$ cat src/rtl/halflife_pkg.sv
// Shared types and defaults for the half-life timer sequencer.
// Optional event counter in halflife_ctrl is enabled by HALFLIFE_EVENT_CNT_EN.
package halflife_pkg;

  localparam int N_DEFAULT      = 4;
  localparam int PERIOD_DEFAULT = 16;

  typedef logic [N_DEFAULT-1:0] count_t;

  typedef enum logic [2:0] {
    IDLE  = 3'd0,
    LOAD  = 3'd1,
    WAIT  = 3'd2,
    HALVE = 3'd3,
    DONE  = 3'd4
  } state_t;

endpackage

$ cat src/rtl/halflife_prescaler.sv
// Decay-period prescaler: counts 0..PERIOD-1 while enabled, wraps explicitly.
module halflife_prescaler #(
  parameter int PERIOD = 16,
  parameter int PW     = $clog2(PERIOD)
) (
  input  logic clk,
  input  logic rst,
  input  logic clr,
  input  logic en,
  output logic tc
);

  logic [PW-1:0] cnt_reg;

  assign tc = (cnt_reg == PW'(PERIOD - 1));

  always_ff @(posedge clk) begin
    if (!rst) begin
      cnt_reg <= '0;
    end else if (clr) begin
      cnt_reg <= '0;
    end else if (en) begin
      cnt_reg <= tc ? '0 : cnt_reg + 1'b1;
    end
  end

endmodule

$ cat src/rtl/halflife_ctrl.sv
// Half-life sequencer: loads the counter, then halves it every PERIOD cycles.
// Define HALFLIFE_EVENT_CNT_EN to add the saturating 'events' halving counter.
module halflife_ctrl
  import halflife_pkg::*;
#(
  parameter int N      = N_DEFAULT,
  parameter int PERIOD = PERIOD_DEFAULT,
  localparam int PW    = $clog2(PERIOD)
) (
  input  logic         clk,
  input  logic         rst,
  input  logic         start,
  input  logic         abort,
  input  logic [N-1:0] init_val,
  input  logic [N-1:0] count,
  output logic         cnt_up,
  output logic         cnt_down,
  output logic         cnt_load,
  output logic [N-1:0] cnt_in,
  output logic         busy,
  output logic         halving,
  output logic         done
`ifdef HALFLIFE_EVENT_CNT_EN
  ,
  output logic [N-1:0] events
`endif
);

  state_t       state_reg;
  logic [N-1:0] target_reg;
  logic [N-1:0] cnt_in_reg;
  logic         pre_clr;
  logic         pre_en;
  logic         pre_tc;
  logic         accept;
  logic         halve_exit;

  assign accept     = start && !abort && (state_reg == IDLE || state_reg == DONE);
  assign halve_exit = !abort && (state_reg == HALVE) && (count <= target_reg);

  // Prescaler only runs in WAIT while there is something left to halve.
  assign pre_clr = (state_reg != WAIT);
  assign pre_en  = (state_reg == WAIT) && (count != '0);

  halflife_prescaler #(
    .PERIOD(PERIOD),
    .PW    (PW)
  ) u_prescaler (
    .clk(clk),
    .rst(rst),
    .clr(pre_clr),
    .en (pre_en),
    .tc (pre_tc)
  );

  always_ff @(posedge clk) begin
    if (!rst) begin
      state_reg  <= IDLE;
      target_reg <= '0;
      cnt_in_reg <= '0;
    end else if (abort) begin
      state_reg  <= IDLE;
      cnt_in_reg <= '0;
    end else begin
      case (state_reg)
        IDLE, DONE: begin
          if (start) begin
            cnt_in_reg <= init_val;
            state_reg  <= LOAD;
          end
        end
        LOAD: state_reg <= WAIT;
        WAIT: begin
          if (count == '0) begin
            state_reg <= DONE;
          end else if (pre_tc) begin
            target_reg <= count >> 1;
            state_reg  <= HALVE;
          end
        end
        HALVE: begin
          // Also covers an external drop below target: leave without decrementing.
          if (count <= target_reg) begin
            state_reg <= (count == '0) ? DONE : WAIT;
          end
        end
        default: state_reg <= IDLE;
      endcase
    end
  end

  assign cnt_up   = 1'b0;
  assign cnt_load = (state_reg == LOAD);
  assign cnt_down = (state_reg == HALVE) && (count > target_reg);
  assign cnt_in   = cnt_in_reg;
  assign busy     = (state_reg == LOAD) || (state_reg == WAIT) || (state_reg == HALVE);
  assign halving  = (state_reg == HALVE);
  assign done     = (state_reg == DONE);

`ifdef HALFLIFE_EVENT_CNT_EN
  logic [N-1:0] events_reg;

  // Cleared on the accepting edge so it already reads zero during LOAD.
  always_ff @(posedge clk) begin
    if (!rst) begin
      events_reg <= '0;
    end else if (accept) begin
      events_reg <= '0;
    end else if (halve_exit && (events_reg != '1)) begin
      events_reg <= events_reg + 1'b1;
    end
  end

  assign events = events_reg;
`else
  logic unused_ok;
  assign unused_ok = accept ^ halve_exit;
`endif

endmodule

$ cat config.mk
export PLATFORM = sky130hd
export DESIGN_NAME = halflife_ctrl
export DESIGN_NICKNAME = d
export VERILOG_FILES = /design/src/rtl/halflife_pkg.sv /design/src/rtl/halflife_prescaler.sv /design/src/rtl/halflife_ctrl.sv
export SDC_FILE = /design/constraint.sdc
export NUM_CORES = 1
export LEC_CHECK = 0
export CAP_MARGIN = 25
export CORE_MARGIN = 1
export CORE_UTILIZATION = 48
export CTS_CLUSTER_SIZE = 30
export DETAILED_ROUTE_END_ITERATION = 7
export GPL_ROUTABILITY_DRIVEN = 0
export HOLD_SLACK_MARGIN = 0.05
export PLACE_DENSITY_LB_ADDON = 0.08
export SETUP_SLACK_MARGIN = 0.3
export SLEW_MARGIN = 30
export SYNTH_ARGS = -nofsm -noshare
export SYNTH_HDL_FRONTEND = slang
export SYNTH_HIERARCHICAL = 1
export SYNTH_SLANG_ARGS = --single-unit
$ cat constraint.sdc
create_clock -name clk -period 4.1 [get_ports clk]
set_clock_uncertainty 0.05 [all_clocks]
set_input_delay 1.025 -clock clk [delete_from_list [all_inputs] [get_ports clk]]
set_output_delay 1.025 -clock clk [all_outputs]
set_load 0.05 [all_outputs]
==> run_results.csv <==
group,metric,value,unit
logic_synthesis,yosysWarnings,6,
sta,finalSetupTns,0,ps
global_route,antenna_found_initial,0,
sta,rsz0062_at_grt,"no",
sta,finalMaxSlewViolations,0,
floorplan,boundaryPins,22,
floorplan,die_y,41.6,um
final_layout,fillerInstances,109,
worst_setup_path,crit_type,"input port to output port",
clocking,ctsHoldBuffers,0,
logic_synthesis,synth_fp_nets,100,
logic_synthesis,ys_types,32,
floorplan,core,1380,sq um
power,ir_drop,210,uV
placed_design,dp_cells,116,
worst_setup_path,r2r-start,"state_reg[1]",
sta,fin_worst_hold_slack,464,ps
sta,relSlewSlack,61.2,%
floorplan,die_x,41.6,um
placed_design,dp_worst_setup_slack,457,ps
floorplan,dieArea,1730,sq um
logic_synthesis,synth_seq_cells,14,
logic_synthesis,synth_area_per_cell,8.95,sq um
global_route,grt_max_degree,9,
power,combPwrFrac,19.3,%
power,swShare,26.6,%
final_layout,syn_to_final_growth,33.1,%
route,routed_wl,1460,um
final_layout,final_cell_count_no_fill,120,
global_route,grt_first_pass_wirelength,2640,um
sta,max_freq,274,MHz
clocking,cts.sinks,14,
power,intPower,219,uW
clocking,clock_latency,280,ps
final_layout,nets,122,
global_route,grt_usage,19.4,%
route,drc,0,
sta,fin_crit,3640,ps
clocking,clockBufferDepth,2,
sta,tightest_slew,577,ps
clocking,postCtsSetupRepairBufs,0,
logic_synthesis,synthesis.area,752,sq um
sta,setup_viol_count_final,0,
clocking,htree_levels,1,
power,switchingPower,79.5,uW
global_route,grt_pass1_vias,631,
worst_setup_path,slowest_delay,480,ps
logic_synthesis,syn_inst,84,
worst_setup_path,cpMaxStageDelayCell,"clkdlybuf4s50_1",
min_path,min_path_type,"flip-flop to flip-flop",
worst_setup_path,crit_path_end_kind,"output port",
clocking,ctsRootBufferMaster,"clkbuf_4",
sta,setup_slack,456,ps
route,antenna_left,0,
route,vias_per_cell,5.33,
power,clkPwrFrac,33.6,%
floorplan,start_util,54.4,%
route,dr.pass1.iters,5,
outcome,status,"finished clean",
power,p_seq_share,47.2,%
sta,hold_viol,0,
min_path,hold_path.startpoint,"cnt_in[0]",
worst_setup_path,crit_required,3020,ps
sta,fin_crit_sh,88.9,%
route,vias,640,
final_layout,diodes,0,
worst_setup_path,cp-startpoint,"count[0]",
clocking,tritoncts,"yes",
worst_setup_path,cp.arrival,2570,ps
clocking,path_clk_slew,90,ps
power,p_leak,0.000418,uW
floorplan,num_rows,13,
power,powerDensity,298,nW/um^2
placed_design,place_hpwl,1180,um
placed_design,port_buffers,20,
route,wl_per_cell,12.2,um
worst_setup_path,worstPathMaxFanout,3,
logic_synthesis,synth-seq-area-share,37.3,%
worst_setup_path,startpoint_type,"input port",
global_route,grt_overflow_total,0,
route,drt_iter0_markers,4,
final_layout,drive_gt1_share,9.52,%
worst_setup_path,crit_chain,"clkdlybuf4s50_1 -> inv_1 -> ha_1 -> a41oi_1 -> and2_1 -> buf_12",
job,cap_violations,0,
clocking,cts_buffers,3,
clocking,cts_resized,0,
[routing by layer]
layer	global-route usage, %	share of wire (%)	up-vias
met2	30.0	46	21
li1	-	-	331
met3	3.48	4.3	4
met1	25.1	47	284
met5	0	0	-
met4	11.6	2.1	0
[worst paths after layout]
| path | endpoint | slack, ps | cells past startpoint |
|---|---|---|---|
| setup / recovery | cnt_down | 460 | 6 |
| hold / removal | cnt_in[0] | 460 | 2 |
| setup reg to reg | u_prescaler/cnt_reg[3] | 2210 | 5 |
| hold reg to reg | cnt_in[0] | 460 | 2 |
[critical path: cells and delay by family]
kind / cells / cell delay (ps)
AO/OA/AOI/OAI: 1 / 350
adder cells (fa/ha/maj): 1 / 280
AND/OR/NAND/NOR: 1 / 240
buffers and inverters: 3 / 680
[power groups by stage]
stage | logic, uW | registers (uW) | clock network [uW]
6_report | 57.5 | 141 | 100
3_3_place_gp | 56.9 | 144 | 0
4_1_cts | 58.0 | 141 | 105
2_1_floorplan | 31.2 | 148 | 0
5_1_grt | 62.6 | 141 | 109
3_5_place_dp | 57.9 | 144 | 0
[per-stage QoR]
stage	power (uW)	instance area (sq um)	utilization [%]
final	298	1000	72.4
after global routing	313	1000	72.4
after CTS	304	1000	72.4
after detailed placement	202	965	69.8
after global placement	201	965	69.8
after floorplan	179	752	-
[logic make-up (layout without fill, tap and decap cells)]
kind of cell               count (synthesis)  after routing  synth area share [%]
and+or+nand+nor                           34             34                  25.5
adders and majority gates                  4              4                  6.66
DFF                                       14             14                  37.3
other                                      1              1                 0.499
buffers and inverters                      9             30                  5.16
xor gates and xnor gates                   3              3                  3.49
AOI/OAI and AO/OA                         10             10                  9.48
muxes                                      9              9                  12.0
[cell usage after synthesis]
master / n / area [sq um]
dfxtp_1: 14 / 280
buf_4: 1 / 7.51
o21ai_0: 2 / 10.0
nor2_1: 10 / 37.5
mux2i_1: 9 / 90.1
ha_1: 4 / 50.1
nand2b_4: 1 / 13.8
inv_1: 6 / 22.5
nor2_2: 1 / 6.26
a41o_2: 1 / 11.3
or2_2: 1 / 6.26
o32ai_1: 1 / 8.76
a21oi_1: 2 / 10.0
buf_2: 1 / 5.00
nand4_1: 1 / 6.26
or4_1: 1 / 7.51
nand2b_1: 1 / 6.26
and2_1: 3 / 18.8
nor2b_1: 4 / 25.0
or3_1: 1 / 6.26
xnor2_1: 1 / 8.76
nor3b_1: 1 / 7.51
a41oi_1: 1 / 8.76
and3_1: 1 / 6.26
or3b_4: 1 / 11.3
nand2_1: 5 / 18.8
xor2_1: 2 / 17.5
clkbuf_1: 1 / 3.75
nand3b_1: 1 / 7.51
nor4_1: 1 / 6.26
conb_1: 1 / 3.75
a211oi_1: 3 / 22.5
[placed cells by master (no fill, tap or decap)]
| cell type | instances |
|---|---|
| clkdlybuf4s50_1 | 19 |
| dfxtp_1 | 14 |
| nor2_1 | 10 |
| mux2i_1 | 9 |
| inv_1 | 6 |
| nand2_1 | 5 |
| nor2b_1 | 4 |
| ha_1 | 4 |
| and2_1 | 3 |
| a211oi_1 | 3 |
| clkbuf_4 | 3 |
| o21ai_0 | 2 |
| a21oi_1 | 2 |
| xor2_1 | 2 |
| or3b_4 | 1 |
| nor4_1 | 1 |
| nor3b_1 | 1 |
| nand3b_1 | 1 |
| a41oi_1 | 1 |
| or4_1 | 1 |
| or2_2 | 1 |
| o32ai_1 | 1 |
| nand2b_1 | 1 |
| or3_1 | 1 |
| conb_1 | 1 |
| clkbuf_8 | 1 |
| buf_12 | 1 |
| and3_1 | 1 |
| nand2b_4 | 1 |
| a41o_2 | 1 |
| xnor2_1 | 1 |
| nand4_1 | 1 |
| nor2_2 | 1 |
[area by class of cell]
class / instances / area (sq um) / area share, %
Timing Repair Buffer: 20 / 210 / 21.0
Sequential cell: 14 / 280 / 28.0
Clock buffer: 4 / 36.3 / 3.62
Multi-Input combinational cell: 61 / 433 / 43.2
Inverter: 6 / 22.5 / 2.25
Tap cell: 15 / 18.8 / 1.88
(Power assumes the default switching activity.)
